===== config.mk =====
export PLATFORM = sky130hd
export DESIGN_NAME = lcd_digit_renderer
export DESIGN_NICKNAME = d
export VERILOG_FILES = /design/src/rtl/lcd_pkg.sv /design/src/rtl/lcd_lz_blank.sv /design/src/rtl/lcd_digit_renderer.sv
export SDC_FILE = /design/constraint.sdc
export NUM_CORES = 1
export LEC_CHECK = 0
export ABC_AREA = 0
export CAP_MARGIN = 15
export CORE_ASPECT_RATIO = 1.2
export CORE_MARGIN = 2
export CORE_UTILIZATION = 45
export DETAILED_ROUTE_END_ITERATION = 6
export PLACE_DENSITY = 0.85
export SETUP_SLACK_MARGIN = 0.1
export SYNTH_ARGS = -nofsm -noshare
export SYNTH_HDL_FRONTEND = slang
export SYNTH_SLANG_ARGS = --single-unit

===== constraint.sdc =====
create_clock -name clk -period 1.9 [get_ports clk]
set_input_delay 0.38 -clock clk [delete_from_list [all_inputs] [get_ports clk]]
set_output_delay 0.38 -clock clk [all_outputs]
set_load 0.05 [all_outputs]

===== src/rtl/lcd_pkg.sv =====
// ---------------------------------------------------------------------------
// lcd_pkg
//   Shared definitions for the LCD digit renderer and the LCD serial driver:
//   renderer FSM states, glyph ROM geometry, frame RAM geometry and the
//   shank_position -> picture slot decode.
// ---------------------------------------------------------------------------
package lcd_pkg;

  typedef enum logic [2:0] {
    ST_IDLE,
    ST_LOAD,
    ST_FETCH,
    ST_WRITE,
    ST_DONE
  } state_t;

  // Glyph ROM geometry: 17 glyphs (0-F hex digits plus a blank), each 8 columns
  // wide and two 8-pixel pages tall, stored as 16 consecutive bytes.
  localparam int unsigned GLYPH_BLANK = 16;
  localparam int unsigned GLYPH_W     = 8;
  localparam int unsigned GLYPH_BYTES = 16;

  // Frame RAM geometry: six 1 KB picture slots of 8 pages x 128 columns.
  localparam int unsigned SLOT_BYTES  = 1024;
  localparam int unsigned PAGE_BYTES  = 128;

  localparam int unsigned NUM_DIGITS  = 5;

  typedef logic [4:0] glyph_t;

  // One-hot shank position to picture slot; anything not one-hot selects 5.
  function automatic logic [2:0] slot_of(input logic [5:0] shank);
    logic [2:0] slot;
    case (shank)
      6'b000001: slot = 3'd5;
      6'b000010: slot = 3'd4;
      6'b000100: slot = 3'd3;
      6'b001000: slot = 3'd2;
      6'b010000: slot = 3'd1;
      6'b100000: slot = 3'd0;
      default:   slot = 3'd5;
    endcase
    return slot;
  endfunction

  // Glyph ROM byte address for glyph g, page half h, column c.
  function automatic logic [8:0] font_addr_of(input glyph_t g, input logic h,
                                              input logic [2:0] c);
    return 9'(g) * 9'(GLYPH_BYTES) + 9'(h) * 9'(GLYPH_W) + 9'(c);
  endfunction

endpackage


===== src/rtl/lcd_lz_blank.sv =====
// ---------------------------------------------------------------------------
// lcd_lz_blank
//   Combinational glyph selection for the five displayed digits, including
//   optional leading-zero blanking.
//   Ports:
//     i_num    [19:0]  five nibbles, [19:16] leftmost digit
//     o_glyph  5x5     glyph index per digit, index 0 = leftmost digit
//   Parameter:
//     BLANK_LZ  when 1, zero digits with only zeros to their left become blank;
//               the rightmost digit is always drawn.
// ---------------------------------------------------------------------------
module lcd_lz_blank
  import lcd_pkg::*;
#(
  parameter bit BLANK_LZ = 1'b1
) (
  input  logic [19:0]                 i_num,
  output glyph_t [NUM_DIGITS-1:0]     o_glyph
);

  logic [3:0] w_nib;
  logic       w_lead;

  always_comb begin
    o_glyph = '0;
    w_nib   = '0;
    w_lead  = 1'b1;
    for (int unsigned d = 0; d < NUM_DIGITS; d++) begin
      w_nib  = i_num[4*(NUM_DIGITS-1-d) +: 4];
      // w_lead stays set only while every digit so far (left to right) is zero
      w_lead = w_lead & (w_nib == 4'h0);
      if (BLANK_LZ && (d < NUM_DIGITS - 1) && w_lead) begin
        o_glyph[d] = 5'(GLYPH_BLANK);
      end else begin
        o_glyph[d] = {1'b0, w_nib};
      end
    end
  end

endmodule


===== src/rtl/lcd_digit_renderer.sv =====
// ---------------------------------------------------------------------------
// lcd_digit_renderer
//   Renders a 5-digit hex value as 8x16 glyphs into the picture slot of the
//   frame RAM selected by shank_position. A new render starts whenever the
//   number or slot differs from the last rendered snapshot (or after reset).
//   Ports:
//     clk, rst_n          clock, asynchronous active-low reset
//     number_on_digitron  five nibbles, [19:16] leftmost
//     shank_position      one-hot slot select
//     font_addr/font_q    glyph ROM port, data valid one cycle after address
//     wr_en/wr_addr/wr_data  frame RAM write port
//     busy                high from LOAD through DONE
//     frame_done          one-cycle pulse after the 80th byte
//   Parameters:
//     PAGE0     first LCD page of the digit row (digits use PAGE0, PAGE0+1)
//     COL0      first column of the leftmost digit (COL0+40 <= 128)
//     BLANK_LZ  blank leading zero digits
// ---------------------------------------------------------------------------
module lcd_digit_renderer
  import lcd_pkg::*;
#(
  parameter int unsigned PAGE0    = 6,
  parameter int unsigned COL0     = 44,
  parameter bit          BLANK_LZ = 1'b1
) (
  input  logic        clk,
  input  logic        rst_n,
  input  logic [19:0] number_on_digitron,
  input  logic [5:0]  shank_position,
  output logic [8:0]  font_addr,
  input  logic [7:0]  font_q,
  output logic        wr_en,
  output logic [12:0] wr_addr,
  output logic [7:0]  wr_data,
  output logic        busy,
  output logic        frame_done
);

  state_t                   r_state;
  logic [19:0]              r_snap_num;
  logic [2:0]               r_snap_slot;
  logic                     r_snap_valid;
  glyph_t [NUM_DIGITS-1:0]  r_glyph;

  // Byte cursor: digit, page half, column
  logic [2:0]               r_d;
  logic                     r_h;
  logic [2:0]               r_c;

  logic [8:0]               r_font_addr;
  logic                     r_wr_en;
  logic [12:0]              r_wr_addr;
  logic                     r_busy;
  logic                     r_frame_done;

  logic [2:0]               w_slot;
  logic                     w_dirty;
  glyph_t [NUM_DIGITS-1:0]  w_glyph;
  logic [2:0]               w_nd;
  logic                     w_nh;
  logic [2:0]               w_nc;
  logic                     w_last;
  logic [12:0]              w_wr_addr;

  assign w_slot  = slot_of(shank_position);
  assign w_dirty = !r_snap_valid
                || (number_on_digitron != r_snap_num)
                || (w_slot != r_snap_slot);

  lcd_lz_blank #(
    .BLANK_LZ (BLANK_LZ)
  ) u_lz_blank (
    .i_num   (number_on_digitron),
    .o_glyph (w_glyph)
  );

  // Next cursor position: column fastest, then page half, then digit.
  always_comb begin
    w_nc = r_c + 3'd1;
    w_nh = r_h;
    w_nd = r_d;
    if (r_c == 3'd7) begin
      w_nh = ~r_h;
      if (r_h) begin
        w_nd = r_d + 3'd1;
      end
    end
  end

  assign w_last = (r_d == 3'(NUM_DIGITS - 1)) && r_h && (r_c == 3'd7);

  assign w_wr_addr = 13'(r_snap_slot) * 13'(SLOT_BYTES)
                   + (13'(PAGE0) + 13'(r_h)) * 13'(PAGE_BYTES)
                   + 13'(COL0)
                   + 13'(r_d) * 13'(GLYPH_W)
                   + 13'(r_c);

  // Outputs are registered one transition ahead of the state they belong to:
  // font_addr is loaded on entry to FETCH so the ROM byte is ready in WRITE,
  // and wr_en/wr_addr are loaded on entry to WRITE.
  always_ff @(posedge clk or negedge rst_n) begin
    if (!rst_n) begin
      r_state      <= ST_IDLE;
      r_snap_num   <= '0;
      r_snap_slot  <= '0;
      r_snap_valid <= 1'b0;
      r_glyph      <= '0;
      r_d          <= '0;
      r_h          <= 1'b0;
      r_c          <= '0;
      r_font_addr  <= '0;
      r_wr_en      <= 1'b0;
      r_wr_addr    <= '0;
      r_busy       <= 1'b0;
      r_frame_done <= 1'b0;
    end else begin
      r_wr_en      <= 1'b0;
      r_frame_done <= 1'b0;
      case (r_state)
        ST_IDLE: begin
          if (w_dirty) begin
            r_busy  <= 1'b1;
            r_state <= ST_LOAD;
          end
        end
        ST_LOAD: begin
          r_snap_num   <= number_on_digitron;
          r_snap_slot  <= w_slot;
          r_snap_valid <= 1'b1;
          r_glyph      <= w_glyph;
          r_d          <= '0;
          r_h          <= 1'b0;
          r_c          <= '0;
          // r_glyph is not loaded yet, so the first fetch uses the live decode
          r_font_addr  <= font_addr_of(w_glyph[0], 1'b0, 3'd0);
          r_state      <= ST_FETCH;
        end
        ST_FETCH: begin
          r_wr_en   <= 1'b1;
          r_wr_addr <= w_wr_addr;
          r_state   <= ST_WRITE;
        end
        ST_WRITE: begin
          if (w_last) begin
            r_frame_done <= 1'b1;
            r_state      <= ST_DONE;
          end else begin
            r_d         <= w_nd;
            r_h         <= w_nh;
            r_c         <= w_nc;
            r_font_addr <= font_addr_of(r_glyph[w_nd], w_nh, w_nc);
            r_state     <= ST_FETCH;
          end
        end
        ST_DONE: begin
          r_busy  <= 1'b0;
          r_state <= ST_IDLE;
        end
        default: begin
          r_busy  <= 1'b0;
          r_state <= ST_IDLE;
        end
      endcase
    end
  end

  assign font_addr  = r_font_addr;
  assign wr_en      = r_wr_en;
  assign wr_addr    = r_wr_addr;
  // ROM data arrives during WRITE; gate it so the port reads zero otherwise
  assign wr_data    = r_wr_en ? font_q : '0;
  assign busy       = r_busy;
  assign frame_done = r_frame_done;

endmodule


-- Yosys cells after proc, flatten, opt, wreduce, memory -nomap -nowiden
Cells that the tools add are included.
- bits in read-only memories: 0
- RAM bits: 0
- bits in registers: 83
- logic and storage cells: 87
- output and inout port bits: 33
- memories: 0
- latch bits: 0
- div/mod/pow operators: 0
- add/subtract/negate cells: 9
- order comparisons: 1
- reductions and logical operators: 14
- multiply operators: 0
- bitwise gates (word level): 5
- equality and inequality tests: 14
- shifts and indexed selects: 0
- muxes and demuxes: 27
- operator list (kind ; count):
    5-bit 2-to-1 mux ; 5
    20-bit != test ; 1
    3-bit 2-to-1 mux ; 6
    9-bit one-hot mux with 2 select lines ; 1
    4-bit zero test ; 4
    5-bit binary-select mux with 3-bit select ; 1
    3-bit one-hot mux with 5 select lines ; 1
    13-bit by 11-bit adder with 13-bit output ; 1
    13-bit by 3-bit adder with 13-bit output ; 1
    13-bit by 6-bit adder with 13-bit output ; 1
    13-bit by 6-bit adder with 13-bit output, second input constant ; 1
    3-bit one-hot mux with 2 select lines ; 2
    3-bit one-hot mux with 4 select lines ; 1
    9-bit by 3-bit adder with 9-bit output ; 1
    9-bit by 4-bit adder with 9-bit output ; 1
    9-bit 2-to-1 mux ; 1
    8-bit 2-to-1 mux ; 1
    3-bit by 1-bit adder with 3-bit output, second input constant ; 2
    3-bit by 2-bit == test with 1-bit output, second input constant ; 2
    3-bit == test, second input constant ; 2
    6-bit by 2-bit == test with 1-bit output, second input constant ; 1
    6-bit by 3-bit == test with 1-bit output, second input constant ; 1
    6-bit by 4-bit == test with 1-bit output, second input constant ; 1
    6-bit by 5-bit == test with 1-bit output, second input constant ; 1
    other kinds (17) ; 30

-- Longest topological paths before layout
Gate-level depths: netlist of run 1.
- depth after elaboration: 9
- depth in mapped cells: 7
- mapped depth without buffers: 7

-- Modules after synthesis
Synthesis of run 1 repeated with hierarchy kept, for this count alone.
- cell total of the unflattened synthesis: 423
- area, all modules: 3918.8 µm²
- modules (own cells, without submodules) (module ; seq. area each (µm²) ; times used ; cells each ; area an instance (µm²)):
    lcd_digit_renderer ; 1976.9 ; 1 ; 393 ; 3748.6
    lcd_lz_blank ; 0.0 ; 1 ; 30 ; 170.2

-- Least setup slack after synthesis of run 1
OpenSTA, ideal clock, no wires.
- path kind: register to register
- start: register font_addr[2] (netlist name)
- end: register r_font_addr[8] (netlist: font_addr[8])
- required time: 1777 ps
- setup time: 123 ps
- setup slack: -349 ps
- buffers on the path: 0
- clock period less this slack: 2249 ps
- cell stages (with the launch flop): 7
- arrival time: 2126 ps
- cells stage by stage: dfrtp_1 > ha_1 > nand2_2 > xnor2_4 > mux4_2 > a31oi_1 > o21ai_1
- RTL lines (element ; line ; source):
    end signal, assigned ; lcd_digit_renderer.sv:135 ; r_font_addr <= font_addr_of(w_glyph[0], 1'b0, 3'd0);
    end signal, assigned ; lcd_digit_renderer.sv:151 ; r_font_addr <= font_addr_of(r_glyph[w_nd], w_nh, w_nc);
    end, declared ; lcd_digit_renderer.sv:50 ; logic [8:0] r_font_addr;

-- Worst setup path after layout of run 1
- start: register r_c[0]
- end: register r_font_addr[5] (netlist: font_addr[5])
- cells in the longest elaborated chain, start to end: 8
- elaborated cells between the ends (all ways): 13
- classes of those cells: 3 x add/sub; 2 x eq/ne; 6 x mux; 2 x reduce/logical
- ends and longest elaborated chain (element ; line ; source):
    start, declared ; lcd_digit_renderer.sv:48 ; logic [2:0] r_c;
    start signal, assigned ; lcd_digit_renderer.sv:150 ; r_c <= w_nc;
    3-bit == test ; lcd_digit_renderer.sv:82, lcd_digit_renderer.sv:90 ;
    3-bit 2-to-1 mux ; lcd_digit_renderer.sv:82 ; if (r_c == 3'd7) begin
    5-bit binary-select mux with 3-bit select ; lcd_digit_renderer.sv:151 ;
    5-bit 2-to-1 mux (implied by the code) ; lcd_digit_renderer.sv:151 ;
    9-bit by 4-bit adder with 9-bit output ; lcd_pkg.sv:49 ; return 9'(g) * 9'(GLYPH_BYTES) + 9'(h) * 9'(GLYPH_W) + 9'(c);
    9-bit by 3-bit adder with 9-bit output ; lcd_pkg.sv:49 ;
    9-bit 2-to-1 mux ; lcd_digit_renderer.sv:144 ; if (w_last) begin
    9-bit one-hot mux with 2 select lines ; lcd_digit_renderer.sv:119 ; case (r_state)
Several ways; a longest one is shown, not always the timed one. The select of a mux whose other input is x is not followed.
A chain may end at the register's enable or synchronous reset.

==> results, run 1 <==
- The starting density of the core is 0.460.
- The worst-margin pin slew is approximately 0.57 ns.
- The count of pins on the block boundary is 69.
- After floorplanning, the core was sized to cover between 7000 and 8000 um^2.
- The share of synthesized area in the top cell type comes to 0.528.
- In this run, the number of DRC markers left after iteration 0 of detailed routing was roughly 220.
- The number of global-route vias before repair is ~2900.
- CTS built an H-tree with a depth of 3.
- The hold slack is ~0.033 ns.
- Clock latency on the worst-skew pair, taken at its later pin, is between 0.3 and 0.4 ns.
- Synthesis handed over a netlist of 355 instances.
- The routed via count is 2903.
- Once layout is complete, the cells apart from fillers number about 550.
- The clock tree from TritonCTS is yes.
- The logic depth of the worst register-to-register path is 8.
- The final layout contains routed wiring with a total length of 8520 um.
- 0 antenna diodes ended up in the layout.
- Of all cell types, the one taking the most synthesized area is dfrtp_1.
- Headroom to the max-slew limit came out at 0.616.
- The final worst clock skew is roughly 0.0076 ns.
- The post-placement worst setup slack is -0.251 ns.
- The pre-antenna-repair detailed-routing pass consisted of 6 iterations.
- Across all register-to-register paths, the minimum setup slack is -0.07 ns.
- The power per cell area is ~740 nW/um^2.
- At the end of the flow, the number of nets in the layout was between 400 and 500.
- The cell at the root of the clock tree is clkbuf_8.
- Setup repair after global routing could not meet its margin everywhere.
- The initial antenna violation count came to 0.
- The terminus of the critical flop-to-flop path is font_addr[5].
- Relative to the synthesized area, the layout overhead comes to 36.8%.
- For this run the aggregate overflow at the end of global routing stands at 0.
- Of all nets on the critical path, the largest fanout is 4.
- The checks that failed: negative setup slack.
- The number of I/O port buffers is 68.
- Setup violations remaining at the end of the flow were counted as 5.
- Using the TritonRoute via totals, the vias-per-cell ratio works out to ~5.3.
- For the finished layout, the period the worst path requires is around 2 ns.
- Clock-pin slew was measured on the worst setup and hold paths at ~0.080 ns.
- The library cells used most frequently in the layout, excluding fill and tap cells, are nand2_1, dfrtp_1, buf_4.
- Synthesis instantiated approximately 40 different standard cells from the library.
- The HPWL after detailed placement is about 6000 um.
- Summed over all cells, the static leakage comes to ~2.3 nW.
- The data arrival at the endpoint of the critical path is approximately 2.2 ns.
- The type of the tightest min-delay check is input port to asynchronous set/reset pin.
- The floorplan step defined a die boundary enclosing 8520 um^2.
- The number of placed instances with taps included is 526.
- The critical path startpoint category is a register.
- The run finished, with violations left.
- In the global route stage, overall resource usage came out at 0.206.
- The largest net degree at the start of global routing is between 70 and 80.
- Averaged over all synthesized cells, the footprint is roughly 10 um^2.
- Once layout is complete, the utilization of the core stands at 0.630.
- The number of max-cap violations is 0.
- The fraction of registers with async set/reset is 1.00.
- Yosys printed 0 warnings.
- The number of enable-type register cells in the synthesized netlist is 0.
- Fill cells in the final layout number approximately 620.
- The design draws 0.00355 W.
- Synthesis produced a netlist with a net count of 397.
- The synthesized netlist occupies a cell area of about 3500 um^2.
- Counting the buffers created by CTS gives 9.
- The number of standard-cell rows in the floorplan is 35.
- The type of the setup path with the least slack is register to register.
- Based on the critical path, the design can be clocked at up to roughly 0.5 GHz.
- For this design, the CTS-stage hold fixing added 0 buffers.
- Leaving out fill and tap cells, the most frequent cell in the layout is nand2_1.
- The last weighted congestion value of the routability-driven placer is approximately 0.84.
- The sequential element share of the synthesized area is 0.528.
- The clock passes through at most 2 buffers.
- In the final layout, the share of cells above drive strength 1 is 0.210.
- STA classifies the critical path endpoint as a register.
- The global-route wire length before repair is 13600 um.
- The final critical-path share of the clock period is 1.04.
- The height of the chip is slightly above 100 um.
- The tree built by TritonCTS fans out to 74 sinks.
- The beginning of the worst register-to-register path is r_c[0].
- The most instantiated flip-flop cell in the synthesis netlist is dfrtp_1.
- After synthesis the netlist holds a flip-flop and latch count of 74.
- The max-slew violation count is 0.
- The post-detailed-route count of antenna-violating nets is 0.
- The detailed-route wire length per cell is 15.6 um.
- The slack of the critical path is -0.0710 ns.
- The number of failing hold endpoints at the final stage is 0.
- Sorting the synthesized cells by area gives the leading types as dfrtp_1, nand2_1, xnor2_1.
- From left edge to right edge, the die measures around 85 um.
- Data on the critical path is required at its endpoint by about 2.1 ns.
- The worst IR drop on VDD is ~500 uV.
- For this run, design rule violations remaining after detail routing come to 0.
-- flip-flops by register name, summed over array words and instances, names as in the netlist --
signal        count
busy              1
font_addr         6
frame_done        1
r_c               2
r_d               3
r_glyph          20
r_h               1
r_snap_num       20
r_snap_slot       3
r_snap_valid      1
r_state           3
wr_addr          12
wr_en             1
-- cells in the mapped netlist (2+ instances only) --
cell type and n:
a222oi_1 4, inv_1 4, nand3_1 8, mux2_2 6, and2_1 8, nand4_1 5
o21ai_1 5, xnor2_1 18, buf_4 4, nor3_1 2, ha_1 6, nand2b_1 2
clkbuf_1 9, dfrtp_1 74, nor2_1 13, mux4_2 3, mux4_1 2, nand2_1 127
buf_2 4, nor4_1 3, a21oi_1 4, xor2_1 11, o21ai_0 13, or4_1 3
-- report_power, final --
group	internal, W	switching (W)	leakage (nW)
Sequential	0.00162	0.0000376	0.846
Clock	0.000945	0.000580	0.123
Combinational	0.000183	0.000185	1.28
Total	0.00275	0.000802	2.25
-- kinds of logic (layout without fill, tap and decap cells) --
| group | after synthesis | count (layout) | synth area share |
|---|---|---|---|
| buffers and inverters | 22 | 120 | 0.0292 |
| AND/OR/NAND/NOR | 180 | 180 | 0.228 |
| flip-flops | 74 | 74 | 0.528 |
| multiplexers | 12 | 12 | 0.0574 |
| AO/OA/AOI/OAI | 31 | 31 | 0.0560 |
| XOR/XNOR | 30 | 30 | 0.0802 |
| adder cells (fa/ha/maj) | 6 | 6 | 0.0214 |
-- worst max-delay path: stages, from the launching register on --
cell and delay, ns:
dfrtp_1 0.40, ha_4 0.16, ha_4 0.15, buf_4 0.12, nand4_1 0.21, nand2_4 0.14, and4b_1 0.26, a222oi_1 0.29
nand2_1 0.11
-- worst max-delay path by stage --
| stage | startpoint | end | slack (ns) | cells after the start |
|---|---|---|---|---|
| 6_report | r_c[0] | font_addr[5] | -0.07 | 8 |
| 5_1_grt | r_c[0] | font_addr[5] | -0.14 | 8 |
| 4_1_cts | r_c[0] | font_addr[6] | -0.1 | 8 |
| 3_3_place_gp | shank_position[3] | busy | -0.14 | 6 |
| 3_5_place_dp | shank_position[3] | busy | -0.25 | 6 |
| 2_1_floorplan | font_addr[2] | font_addr[8] | -0.06 | 6 |
-- final cells by class --
| type | count | area (um^2) | area share |
|---|---|---|---|
| Clock buffer | 12 | 155 | 0.0323 |
| Clock inverter | 4 | 97.6 | 0.0203 |
| Inverter | 5 | 18.8 | 0.00391 |
| Multi-Input combinational cell | 259 | 1600 | 0.333 |
| Sequential cell | 74 | 1850 | 0.386 |
| Tap cell | 92 | 115 | 0.0240 |
| Timing Repair Buffer | 99 | 961 | 0.200 |
-- stage by stage --
step                instance area, um^2  TNS, ns
floorplan                          3530   -0.124
global placement                   4490   -0.487
detailed placement                 4490    -1.04
CTS                                4740   -0.365
global route                       4800   -0.679
finish                             4800   -0.252
-- metal layers --
metal / global-route usage / up-vias / part of all wire
met5: 0 / - / 0
met3: 0.0557 / 19 / 0.065
li1: - / 1365 / -
met1: 0.240 / 1399 / 0.39
met4: 0.0916 / 0 / 0.023
met2: 0.356 / 120 / 0.52
-- timing repair --
action                                  4_1_cts  5_1_grt
gates resized for setup                       9       11
buffers inserted                              0        3
pin swaps                                     2        3
endpoints found under the setup margin       14       11
gates cloned                                  0        0
Note: power is estimated with default switching activity, not from simulation.
==> run 2: changes to the inputs <==
- CTS_BUF_LIST: unset -> sky130_fd_sc_hd__clkbuf_4 sky130_fd_sc_hd__clkbuf_8
==> results, run 2 (synthesized netlist as in run 1, its figures left out) <==
- The worst IR drop on VDD came to 486 uV (about the same).
- The sequential cell area in the final layout is 1850 um^2 (unchanged).
- The DRC violation count after routing came to 0 (unchanged).
- The placed standard-cell area is 4490 um^2 (unchanged).
- The power per cell area is 742 nW/um^2 (+0.26%).
- The number of failing hold endpoints at the final stage came to 0 (unchanged).
- The worst hold path belongs to the class input port to asynchronous set/reset pin.
- The tightest slew margin relative to the limit is 0.617 (+0.000700).
- The detailed-route wire length is 8520 um (about the same).
- The last weighted congestion value of the routability-driven placer is 0.843 (unchanged).
- The die area is 8520 um^2 (unchanged).
- The final reports fail on negative setup slack.
- The power consumption is 0.00356 W (+0.34%).
- The worst-case clock buffer depth is 2 (unchanged).
- The area of the core region was 7620 um^2 (unchanged).
- Leaving out fill and tap cells, the most frequent cell in the layout is nand2_1.
- The max-slew violation count is 0 (unchanged).
- The cell area after layout is 4800 um^2 (about the same).
- The final non-filler cell total was 545 (unchanged).
- The routed via count is 2912 (+0.31%).
- Setup repair after global routing could not meet its margin everywhere.
- The largest net degree at the start of global routing was 75 (unchanged).
- The beginning of the worst register-to-register path is r_c[0].
- The fraction of layout instances using a drive strength above 1 is 0.212 (+0.00221).
- The worst setup path startpoint is r_c[0].
- The count of hold-fix buffers inserted at cts is 0 (unchanged).
- The logic depth of the worst register-to-register path is 8 (unchanged).
- The worst-margin pin slew is 0.573 ns (-0.00105 ns).
- The worst setup slack for register-to-register paths is -0.08 ns (about the same).
- The post-detailed-route count of antenna-violating nets is 0 (unchanged).
- The detailed-route wire length per cell is 15.6 um (about the same).
- The fmax came to 0.506 GHz (-0.32%).
- The delay of the slowest cell on the worst path is 0.40 ns (about the same).
- The hold slack came to 0.0366 ns (+0.00331 ns).
- The number of max-cap violations came to 0 (unchanged).
- The type of the setup path with the least slack is register to register.
- The post-placement worst setup slack is -0.251 ns (unchanged).
- The HPWL after detailed placement is 6100 um (unchanged).
- The average via count per standard cell is 5.34 (+0.31%).
- The remaining global-route overflow is 0 (unchanged).
- The aggregate global-route resource usage is 0.206 (unchanged).
- The number of levels the H-tree was split into is 3 (unchanged).
- The total area of multi-input combinational cells is 1600 um^2 (unchanged).
- The worst setup path is captured at a register.
- The cell seen most often among critical-path stages is ha_4.
- The count of fill cells added during filler insertion is 614 (-0.49%).
- The slowest stage of the critical path is the dfrtp_1 cell.
- The number of global-route vias before repair is 2859 (unchanged).
- The critical-path maximum fanout came to 4 (unchanged).
- The setup-violating endpoint count in the final report is 5 (unchanged).
- TritonCTS built the clock tree.
- The final critical delay including setup and external delays is 1.98 ns (+0.00633 ns).
- The total clock buffers created by CTS is 9 (unchanged).
- The starting density of the core was 0.460 (unchanged).
- The flow ran to the end, but the final reports show violations.
- The number of standard-cell rows in the floorplan is 35 (unchanged).
- STA classifies the critical path startpoint as a register.
- The number of optimization iterations in the first detailed-route pass is 6 (unchanged).
- The layout net count was 490 (unchanged).
- The data arrival at the endpoint of the critical path is 2.21 ns (about the same).
- The number of violations reported at the end of detailed-routing iteration 0 is 221 (unchanged).
- The sink count of the clock tree was 74 (unchanged).
- The number of placed instances with taps included is 526 (unchanged).
- The width of the die is 84.6 um (unchanged).
- The number of I/O port buffers was 68 (unchanged).
- The area added between synthesis and finish is 36.9% (about the same).
- The leakage power summed over all cells came to 2.26 nW (+0.15%).
- The final worst clock skew is 0.00758 ns (-0.0000192 ns).
- In the layout the commonest cells are nand2_1, dfrtp_1, buf_4.
- The initial antenna violation count is 0 (unchanged).
- The slack of the critical path was -0.0773 ns (-0.00634 ns).
- The global-route wire length before repair is 13600 um (unchanged).
- The final critical-path share of the clock period is 1.04 (+0.00333).
- The required time at the endpoint of the critical path is 2.13 ns (about the same).
- The clock network latency to the later pin of the worst-skew pair is 0.36 ns (about the same).
- The count of pins on the block boundary came to 69 (unchanged).
- CTS placed an instance of clkbuf_8 at the clock tree root.
- The height of the chip was 101 um (unchanged).
- The terminus of the critical flop-to-flop path is font_addr[5].
- The critical path goes through ha_4 -> ha_4 -> buf_4 -> nand4_1 -> nand2_4 -> and4b_1 -> a222oi_1 -> nand2_1.
- The clock-pin transition on the worst setup and hold timing paths is 0.08 ns (about the same).
- The number of inserted diodes is 0 (unchanged).
==> run 2: cell count changes in the layout (fill, tap and decap cells not counted) <==
cell	previous run	this run
clkbuf_4	0	1
clkbuf_1	1	0
==> run 2: routing by layer <==
layer	track usage	vias to the layer above	routed length, um
met4	0.0916	0	196
met3	0.0557	16	596
met5	0	-	0
li1	-	1365	-
met2	0.356	125	4460
met1	0.240	1406	3270
==> run 2: layout make-up <==
cell class,instances,area share
Timing Repair Buffer,99,0.200
Multi-Input combinational cell,259,0.333
Sequential cell,74,0.386
Inverter,5,0.00391
Clock inverter,4,0.0203
Clock buffer,12,0.0331
Tap cell,92,0.0240
==> run 2: power by group <==
group | switching [W] | total [W] | leakage, nW | internal, W
sequential | 0.0000376 | 0.00166 | 0.846 | 0.00162
combinational | 0.000185 | 0.000368 | 1.28 | 0.000183
clock | 0.000577 | 0.00154 | 0.126 | 0.000959
==> run 2: worst max-delay path, delay by kind of cell, from the launching register on <==
family | cells | cell delay, ns
simple gates | 4 | 0.72
compound gates | 1 | 0.30
flops | 1 | 0.40
fa+ha+maj | 2 | 0.31
buf+inv | 1 | 0.12
==> run 2: what timing repair did <==
action,in CTS,in global routing
resized for setup,9,11
endpoints found under the hold margin,0,0
pin swaps,2,3
endpoints found under the setup margin,14,11
setup buffers,0,3
==> run 2: stage by stage <==
stage	TNS, ns	util
after detailed placement	-1.04	0.590
after CTS	-0.365	0.622
after floorplan	-0.124	-
after global routing	-0.679	0.630
final	-0.272	0.630
after global placement	-0.487	0.590
==> run 2: worst max-delay path by stage <==
stage / to / slack (ns) / cells past startpoint
floorplan: font_addr[8] / -0.06 / 6
global placement: busy / -0.14 / 6
detailed placement: busy / -0.25 / 6
CTS: font_addr[6] / -0.1 / 8
global route: font_addr[5] / -0.14 / 8
finish: font_addr[5] / -0.08 / 8
